<file path="config.mk">
export PLATFORM = sky130hd
export DESIGN_NAME = eth_link_seq_flat
export DESIGN_NICKNAME = d
export VERILOG_FILES = /design/src/rtl/eth_link_seq_if.sv /design/src/rtl/eth_link_seq.sv /design/src/flat_wrapper.sv
export SDC_FILE = /design/constraint.sdc
export NUM_CORES = 1
export LEC_CHECK = 0
export ABC_AREA = 1
export CAP_MARGIN = 40
export CORE_MARGIN = 2
export CORE_UTILIZATION = 25
export CTS_BUF_LIST = sky130_fd_sc_hd__clkbuf_8 sky130_fd_sc_hd__clkbuf_16
export DETAILED_ROUTE_END_ITERATION = 10
export GPL_TIMING_DRIVEN = 1
export SETUP_SLACK_MARGIN = 0.5
export SLEW_MARGIN = 30
export SYNTH_ARGS = -nofsm -noshare
export SYNTH_HDL_FRONTEND = slang
export SYNTH_SLANG_ARGS = --single-unit
</file>
<file path="constraint.sdc">
create_clock -name clk -period 2.1 [get_ports clk]
set_clock_uncertainty 0.1 [all_clocks]
set_input_delay 0.42 -clock clk [delete_from_list [all_inputs] [get_ports clk]]
set_output_delay 0.42 -clock clk [all_outputs]
set_load 0.01 [all_outputs]
</file>
<file path="src/rtl/eth_link_seq_if.sv">
// Pin bundle between the Ethernet link sequencer and the QSFP module / GT transceiver.
// master = sequencer side, slave = module/transceiver side.
interface eth_link_seq_if;
    logic        qsfp_modprsl;
    logic        gt_reset_tx_done;
    logic        gt_reset_rx_done;
    logic        rx_block_lock;
    logic        rx_high_ber;
    logic        qsfp_resetl;
    logic        gt_reset_all;
    logic        link_up;
    logic [2:0]  state;
    logic [7:0]  retry_count;
    logic [15:0] link_down_count;

    modport master (
        input  qsfp_modprsl, gt_reset_tx_done, gt_reset_rx_done, rx_block_lock, rx_high_ber,
        output qsfp_resetl, gt_reset_all, link_up, state, retry_count, link_down_count
    );

    modport slave (
        output qsfp_modprsl, gt_reset_tx_done, gt_reset_rx_done, rx_block_lock, rx_high_ber,
        input  qsfp_resetl, gt_reset_all, link_up, state, retry_count, link_down_count
    );
endinterface

</file>
<file path="src/rtl/eth_link_seq.sv">
// QSFP module reset / GT reset / block-lock bring-up sequencer with loss-of-lock recovery.
// Define ETH_LINK_SEQ_STATS_EN to build the retry and link-down statistics counters.
//   state     | meaning
//   IDLE      | module absent, everything held in reset
//   MOD_RST   | qsfp_resetl asserted
//   MOD_INIT  | module released, waiting for it to initialise
//   GT_RST    | gt_reset_all pulse
//   GT_WAIT   | waiting for tx/rx reset done
//   LOCK_WAIT | qualifying block lock
//   LINK_UP   | link running, loss-of-lock filtered
module eth_link_seq #(
    parameter int RESETL_CYCLES      = 1250,
    parameter int MOD_INIT_CYCLES    = 250000,
    parameter int GT_RESET_CYCLES    = 64,
    parameter int TIMEOUT_CYCLES     = 1250000,
    parameter int LOCK_STABLE_CYCLES = 1024
) (
    input  logic          clk,
    input  logic          rst,
    eth_link_seq_if.master bus
);
    typedef enum logic [2:0] {
        IDLE      = 3'd0,
        MOD_RST   = 3'd1,
        MOD_INIT  = 3'd2,
        GT_RST    = 3'd3,
        GT_WAIT   = 3'd4,
        LOCK_WAIT = 3'd5,
        LINK_UP   = 3'd6
    } state_t;

    // Timer counts down to zero, so a state lasting N cycles loads N-1.
    localparam logic [23:0] T_RESETL  = 24'(RESETL_CYCLES - 1);
    localparam logic [23:0] T_INIT    = 24'(MOD_INIT_CYCLES - 1);
    localparam logic [23:0] T_GT_RST  = 24'(GT_RESET_CYCLES - 1);
    localparam logic [23:0] T_TIMEOUT = 24'(TIMEOUT_CYCLES - 1);
    localparam logic [23:0] T_STABLE  = 24'(LOCK_STABLE_CYCLES - 1);

    logic [4:0]  sync1, sync2;
    state_t      state_q, state_next;
    logic [23:0] timer_q, timer_next;
    logic [23:0] win_q, win_next;
    logic        resetl_q, gt_rst_q, link_q;
    logic        modprsl_s, dones_s, good_s;

    always_ff @(posedge clk) begin
        if (rst) begin
            sync1 <= '0;
            sync2 <= '0;
        end else begin
            sync1 <= {bus.qsfp_modprsl, bus.gt_reset_tx_done, bus.gt_reset_rx_done,
                      bus.rx_block_lock, bus.rx_high_ber};
            sync2 <= sync1;
        end
    end

    assign modprsl_s = sync2[4];
    assign dones_s   = sync2[3] & sync2[2];
    assign good_s    = sync2[1] & ~sync2[0];

    always_comb begin
        state_next = state_q;
        win_next   = win_q;
        timer_next = (timer_q == 24'd0) ? 24'd0 : timer_q - 24'd1;
        case (state_q)
            IDLE:     if (!modprsl_s) state_next = MOD_RST;
            MOD_RST:  if (timer_q == 24'd0) state_next = MOD_INIT;
            MOD_INIT: if (timer_q == 24'd0) state_next = GT_RST;
            GT_RST:   if (timer_q == 24'd0) state_next = GT_WAIT;
            GT_WAIT: begin
                if (dones_s) state_next = LOCK_WAIT;
                else if (timer_q == 24'd0) state_next = GT_RST;
            end
            LOCK_WAIT: begin
                win_next = good_s ? win_q + 24'd1 : 24'd0;
                if (good_s && win_q == T_STABLE) state_next = LINK_UP;
                else if (timer_q == 24'd0) state_next = GT_RST;
            end
            LINK_UP: begin
                win_next = good_s ? 24'd0 : win_q + 24'd1;
                if (!good_s && win_q == T_STABLE) state_next = GT_RST;
            end
            default: state_next = IDLE;
        endcase
        // Losing reset-done drops back to the done wait; module removal beats everything.
        if ((state_q == LOCK_WAIT || state_q == LINK_UP) && !dones_s) state_next = GT_WAIT;
        if (modprsl_s) state_next = IDLE;
        if (state_next != state_q) begin
            win_next = 24'd0;
            case (state_next)
                MOD_RST:   timer_next = T_RESETL;
                MOD_INIT:  timer_next = T_INIT;
                GT_RST:    timer_next = T_GT_RST;
                GT_WAIT:   timer_next = T_TIMEOUT;
                LOCK_WAIT: timer_next = T_TIMEOUT;
                default:   timer_next = 24'd0;
            endcase
        end
    end

    always_ff @(posedge clk) begin
        if (rst) begin
            state_q  <= IDLE;
            timer_q  <= 24'd0;
            win_q    <= 24'd0;
            resetl_q <= 1'b0;
            gt_rst_q <= 1'b1;
            link_q   <= 1'b0;
        end else begin
            state_q  <= state_next;
            timer_q  <= timer_next;
            win_q    <= win_next;
            resetl_q <= !(state_next == IDLE || state_next == MOD_RST);
            gt_rst_q <= (state_next == IDLE || state_next == MOD_RST ||
                         state_next == MOD_INIT || state_next == GT_RST);
            link_q   <= (state_next == LINK_UP);
        end
    end

    assign bus.state        = state_q;
    assign bus.qsfp_resetl  = resetl_q;
    assign bus.gt_reset_all = gt_rst_q;
    assign bus.link_up      = link_q;

`ifdef ETH_LINK_SEQ_STATS_EN
    logic [7:0]  retry_q;
    logic [15:0] down_q;

    always_ff @(posedge clk) begin
        if (rst) begin
            retry_q <= '0;
            down_q  <= '0;
        end else begin
            if ((state_q == GT_WAIT || state_q == LOCK_WAIT) && state_next == GT_RST &&
                retry_q != 8'hFF)
                retry_q <= retry_q + 8'd1;
            if (state_q == LINK_UP && state_next == GT_RST && down_q != 16'hFFFF)
                down_q <= down_q + 16'd1;
        end
    end

    assign bus.retry_count     = retry_q;
    assign bus.link_down_count = down_q;
`else
    assign bus.retry_count     = '0;
    assign bus.link_down_count = '0;
`endif
endmodule

</file>
<file path="src/flat_wrapper.sv">
// flat-port wrapper written by rule: the top's interface ports become plain ports
module eth_link_seq_flat 
#(
    parameter int RESETL_CYCLES      = 1250,
    parameter int MOD_INIT_CYCLES    = 250000,
    parameter int GT_RESET_CYCLES    = 64,
    parameter int TIMEOUT_CYCLES     = 1250000,
    parameter int LOCK_STABLE_CYCLES = 1024
)
  (clk, rst, bus_qsfp_modprsl, bus_gt_reset_tx_done, bus_gt_reset_rx_done, bus_rx_block_lock, bus_rx_high_ber, bus_qsfp_resetl, bus_gt_reset_all, bus_link_up, bus_state, bus_retry_count, bus_link_down_count);
  eth_link_seq_if bus_i ();
  input  logic clk;
  input  logic rst;
  input wire logic [$bits(bus_i.qsfp_modprsl)-1:0] bus_qsfp_modprsl;
  input wire logic [$bits(bus_i.gt_reset_tx_done)-1:0] bus_gt_reset_tx_done;
  input wire logic [$bits(bus_i.gt_reset_rx_done)-1:0] bus_gt_reset_rx_done;
  input wire logic [$bits(bus_i.rx_block_lock)-1:0] bus_rx_block_lock;
  input wire logic [$bits(bus_i.rx_high_ber)-1:0] bus_rx_high_ber;
  output wire logic [$bits(bus_i.qsfp_resetl)-1:0] bus_qsfp_resetl;
  output wire logic [$bits(bus_i.gt_reset_all)-1:0] bus_gt_reset_all;
  output wire logic [$bits(bus_i.link_up)-1:0] bus_link_up;
  output wire logic [$bits(bus_i.state)-1:0] bus_state;
  output wire logic [$bits(bus_i.retry_count)-1:0] bus_retry_count;
  output wire logic [$bits(bus_i.link_down_count)-1:0] bus_link_down_count;
  assign bus_i.qsfp_modprsl = bus_qsfp_modprsl;
  assign bus_i.gt_reset_tx_done = bus_gt_reset_tx_done;
  assign bus_i.gt_reset_rx_done = bus_gt_reset_rx_done;
  assign bus_i.rx_block_lock = bus_rx_block_lock;
  assign bus_i.rx_high_ber = bus_rx_high_ber;
  assign bus_qsfp_resetl = bus_i.qsfp_resetl;
  assign bus_gt_reset_all = bus_i.gt_reset_all;
  assign bus_link_up = bus_i.link_up;
  assign bus_state = bus_i.state;
  assign bus_retry_count = bus_i.retry_count;
  assign bus_link_down_count = bus_i.link_down_count;
  eth_link_seq #(.RESETL_CYCLES(RESETL_CYCLES), .MOD_INIT_CYCLES(MOD_INIT_CYCLES), .GT_RESET_CYCLES(GT_RESET_CYCLES), .TIMEOUT_CYCLES(TIMEOUT_CYCLES), .LOCK_STABLE_CYCLES(LOCK_STABLE_CYCLES)) u_core (.clk(clk), .rst(rst), .bus(bus_i));
endmodule
</file>
==> impl_metrics.csv <==
group,metric,value,unit
synth,synth_area,3920,um2
synth,synth.yosys.seq_area_share,32.7,%
power,peakVddDrop,0.000762,V
timing,final.period_utilization,106,%
layout,fin_nets,710,
synth,ys_types,35,
timing,worst_slack,-0.119,ns
layout,antenna_cells,0,
status,violations,"setup timing",
worst_hold_path,worstHoldStart,"u_core.sync1[2]$_SDFF_PP0_",
setup_path,required,2.28,ns
route,post-route-drc-count,0,
global_route,antenna_found_initial,0,
setup_path,crit_type,"reg2reg",
setup_path,cp_num_buf_inv,1,
power,internal_power,4.93,mW
setup_path,worst_setup_path_start_kind,"register",
die,die_y,129,um
global_route,grt_max_degree,29,
global_route,grt_pass1_wl,17.0,mm
route,via_per_inst,4.21,
synth,synth-seq-cells,64,
layout,n_fill_cell,1527,
setup_path,cp-startpoint,"u_core.timer_q[8]$_SDFF_PP0_",
layout,final_area,6040,um2
die,floorplan.rows,45,
timing,setup_violations,44,
global_route,grt_pass1_vias,3759,
setup_path,cp-end-kind,"register",
route,drtIter0Drc,149,
setup_path,path_cells,"nor2_2, nand2_2, nor2_8, nand3_2, nand2_1, nand2_1, nor2_4, nand3_4, nand2_4, nand2_4, nand2_4, nand3_4, nor2_8, nand2_4, clkbuf_16, nor2_4",
die,io_pins,37,
timing,min_period,2.22,ns
global_route,grt_usage,12.7,%
setup_path,arrival,2.40,ns
cts,cts_buffers,9,
route,wl_per_cell,11.3,um
placement,gp_congestion,0.824,
layout,syn2layout_area_growth,54.3,%
status,run_status,"finished with violations",
cts,cts.sinks,64,
setup_path,crit_family,"simple AND/OR/NAND/NOR gates",
timing,fmax,451,MHz
timing,rsz0062_at_grt,"true",
cts,path_clk_slew,0.06,ns
cts,cts_tree,"yes",
die,die_width,129,um
die,initial_utilization,25.7,%
global_route,globalRouteOverflowTotal,0,
worst_hold_path,holdCritPathClass,"reg2reg",
power,pwr-share-clk,20.9,%
layout,seq_area,1290,um2
layout,final_layout_size_suffix_gt1_share,42.0,%
synth,postSynthAreaPerCell,7.16,um2
power,powerDensity,1390,nW/um2
cts,h-tree-depth,3,
timing,hold_viol_final,0,
cts,root_buffer,"clkbuf_16",
synth,netlist_instances,547,
setup_path,rr_startpoint,"u_core.timer_q[8]$_SDFF_PP0_",
timing,drv_slew,0,
placement,dpl.hpwl,7.03,mm
route,firstDrtPassIters,4,
timing,holdWs,0.301,ns
power,swShare,41.3,%
cts,clk_latency,0.34,ns
layout,multi_input_area,2570,um2
power,power_leakage,2.71,nW
job,cap_violations,0,
setup_path,crit_top_cell,"nand2_4",
setup_path,crit_fanout,6,
die,dieArea,16700,um2
power,p_sw,3.47,mW
placement,portBuffers,12,
die,core-area,15300,um2
route,wirelength,10.3,mm
placement,placed_cell_area,5070,um2
synth,yosysWarnings,0,
route,vias,3858,
setup_path,slowest_stage,"dfxtp_1",
power,pwr-share-seq,18.1,%
cts,clockBufferDepth,2,
power,pwr-share-comb,61.0,%
route,ant_nets,0,
setup_path,slowest_delay,0.33,ns
## state kept, by name, indices dropped and copies added (netlist names)
name,flops
u_core.sync1,5
u_core.bus.state,3
u_core.bus.gt_reset_all,1
u_core.sync2,5
u_core.bus.qsfp_resetl,1
u_core.timer_q,24
u_core.win_q,24
u_core.bus.link_up,1
## tightest hold or removal path, cell delays in order (launching register included)
cell and delay [ns]:
dfxtp_1 0.29, inv_1 0.04, nor2_1 0.03
## routing by layer
| metal | vias up | track usage [%] | wire [um] |
|---|---|---|---|
| met4 | 0 | 4.54 | 199 |
| met1 | 1765 | 15.6 | 4710 |
| met5 | - | 0 | 0 |
| met3 | 18 | 2.85 | 405 |
| met2 | 78 | 21.7 | 5020 |
| li1 | 1997 | - | - |
## power groups by stage
stage               Combinational [mW]  Sequential (mW)  Clock (mW)
floorplan                         2.53             1.55           0
global placement                  3.85             1.53           0
detailed placement                3.85             1.53           0
CTS                               4.52             1.52        1.79
global route                      5.57             1.54        1.83
finish                            5.13             1.52        1.75
## synthesized netlist by cell type
cell / instances / area [um2]
buf_2: 3 / 15.0
inv_2: 7 / 26.3
nor3_1: 14 / 70.1
nand2_4: 7 / 78.8
buf_4: 25 / 188
a22oi_1: 1 / 7.51
nand4_2: 1 / 12.5
nand2_2: 11 / 68.8
buf_6: 1 / 11.3
o221ai_1: 1 / 8.76
a211oi_2: 1 / 12.5
nand3_4: 3 / 52.6
nor2_2: 12 / 75.1
o21bai_1: 1 / 7.51
nor2_4: 15 / 169
xor2_1: 17 / 149
xnor2_1: 11 / 96.3
clkinv_1: 3 / 11.3
inv_1: 65 / 244
nor3_2: 2 / 20.0
ha_1: 3 / 37.5
o21ai_0: 10 / 50.1
conb_1: 1 / 3.75
clkbuf_1: 3 / 11.3
nor2_1: 82 / 308
o211ai_1: 2 / 15.0
nand4_1: 25 / 156
a21oi_1: 25 / 125
nand3_1: 16 / 80.1
nand3_2: 6 / 60.1
dfxtp_1: 64 / 1280
nand2_1: 98 / 368
nor4_1: 5 / 31.3
or2_2: 4 / 25.0
nor2_8: 2 / 40.0
## cell type report
class | count | area share, %
multi-input cells | 400 | 42.6
flip-flops and latches | 64 | 21.4
repair buffers | 150 | 21.1
inverters | 75 | 4.72
well taps | 211 | 4.37
clock buffers | 10 | 3.96
clock inverters | 6 | 1.80
## cells by family after synthesis
| group | share of synthesized area (%) |
|---|---|
| other | 0.0958 |
| XOR/XNOR | 6.26 |
| adder cells (fa/ha/maj) | 0.959 |
| AO/OA/AOI/OAI | 5.78 |
| AND/OR/NAND/NOR | 41.2 |
| buffers and inverters | 12.9 |
| flip-flops | 32.7 |
## layout by cell type (no fill, tap or decap), types with 7 or more instances in the layout
cell type and instances:
buf_4 118, nand2_1 86, nor2_1 68, inv_1 60
dfxtp_1 57, nand4_1 25, conb_1 24, nor2_4 22
nor2_2 19, xor2_1 17, nand2_2 16, a21oi_2 15
nand2_4 13, inv_2 12, nand3_1 12, buf_6 12
xnor2_1 11, a21oi_1 10, clkbuf_16 10, o21ai_0 9
nor3_2 9, nand3_4 7, nor3_1 7
## path summary, 6_finish.rpt
| path | cells after the start | slack, ns | to |
|---|---|---|---|
| worst max-delay path | 16 | -0.12 | u_core.win_q[0]$_SDFFE_PP0P_ |
| worst min-delay path | 2 | 0.30 | u_core.sync2[2]$_SDFF_PP0_ |
| worst max register to register | 16 | -0.12 | u_core.win_q[0]$_SDFFE_PP0P_ |
| worst min register to register | 2 | 0.30 | u_core.sync2[2]$_SDFF_PP0_ |
## stage by stage
stage / power (mW) / TNS, ns / cells / worst slack (ns) / util [%]
after floorplan: 4.08 / -0.144 / 570 / -0.0190 / -
after global placement: 5.38 / -4.08 / 873 / -0.203 / 33.2
after detailed placement: 5.38 / -4.54 / 873 / -0.206 / 33.2
after CTS: 7.83 / -2.22 / 907 / -0.0995 / 37.9
after global routing: 8.94 / -10.93 / 916 / -0.283 / 39.6
final: 8.40 / -3.34 / 916 / -0.119 / 39.6
## what timing repair did
item	in CTS	in global routing
pin swaps	10	22
resized for setup	67	44
buffers inserted	15	7
hold buffers	0	0
gates cloned	3	2
endpoints found under the setup margin	60	55
No activity file was read; power rests on OpenSTA's default activity.
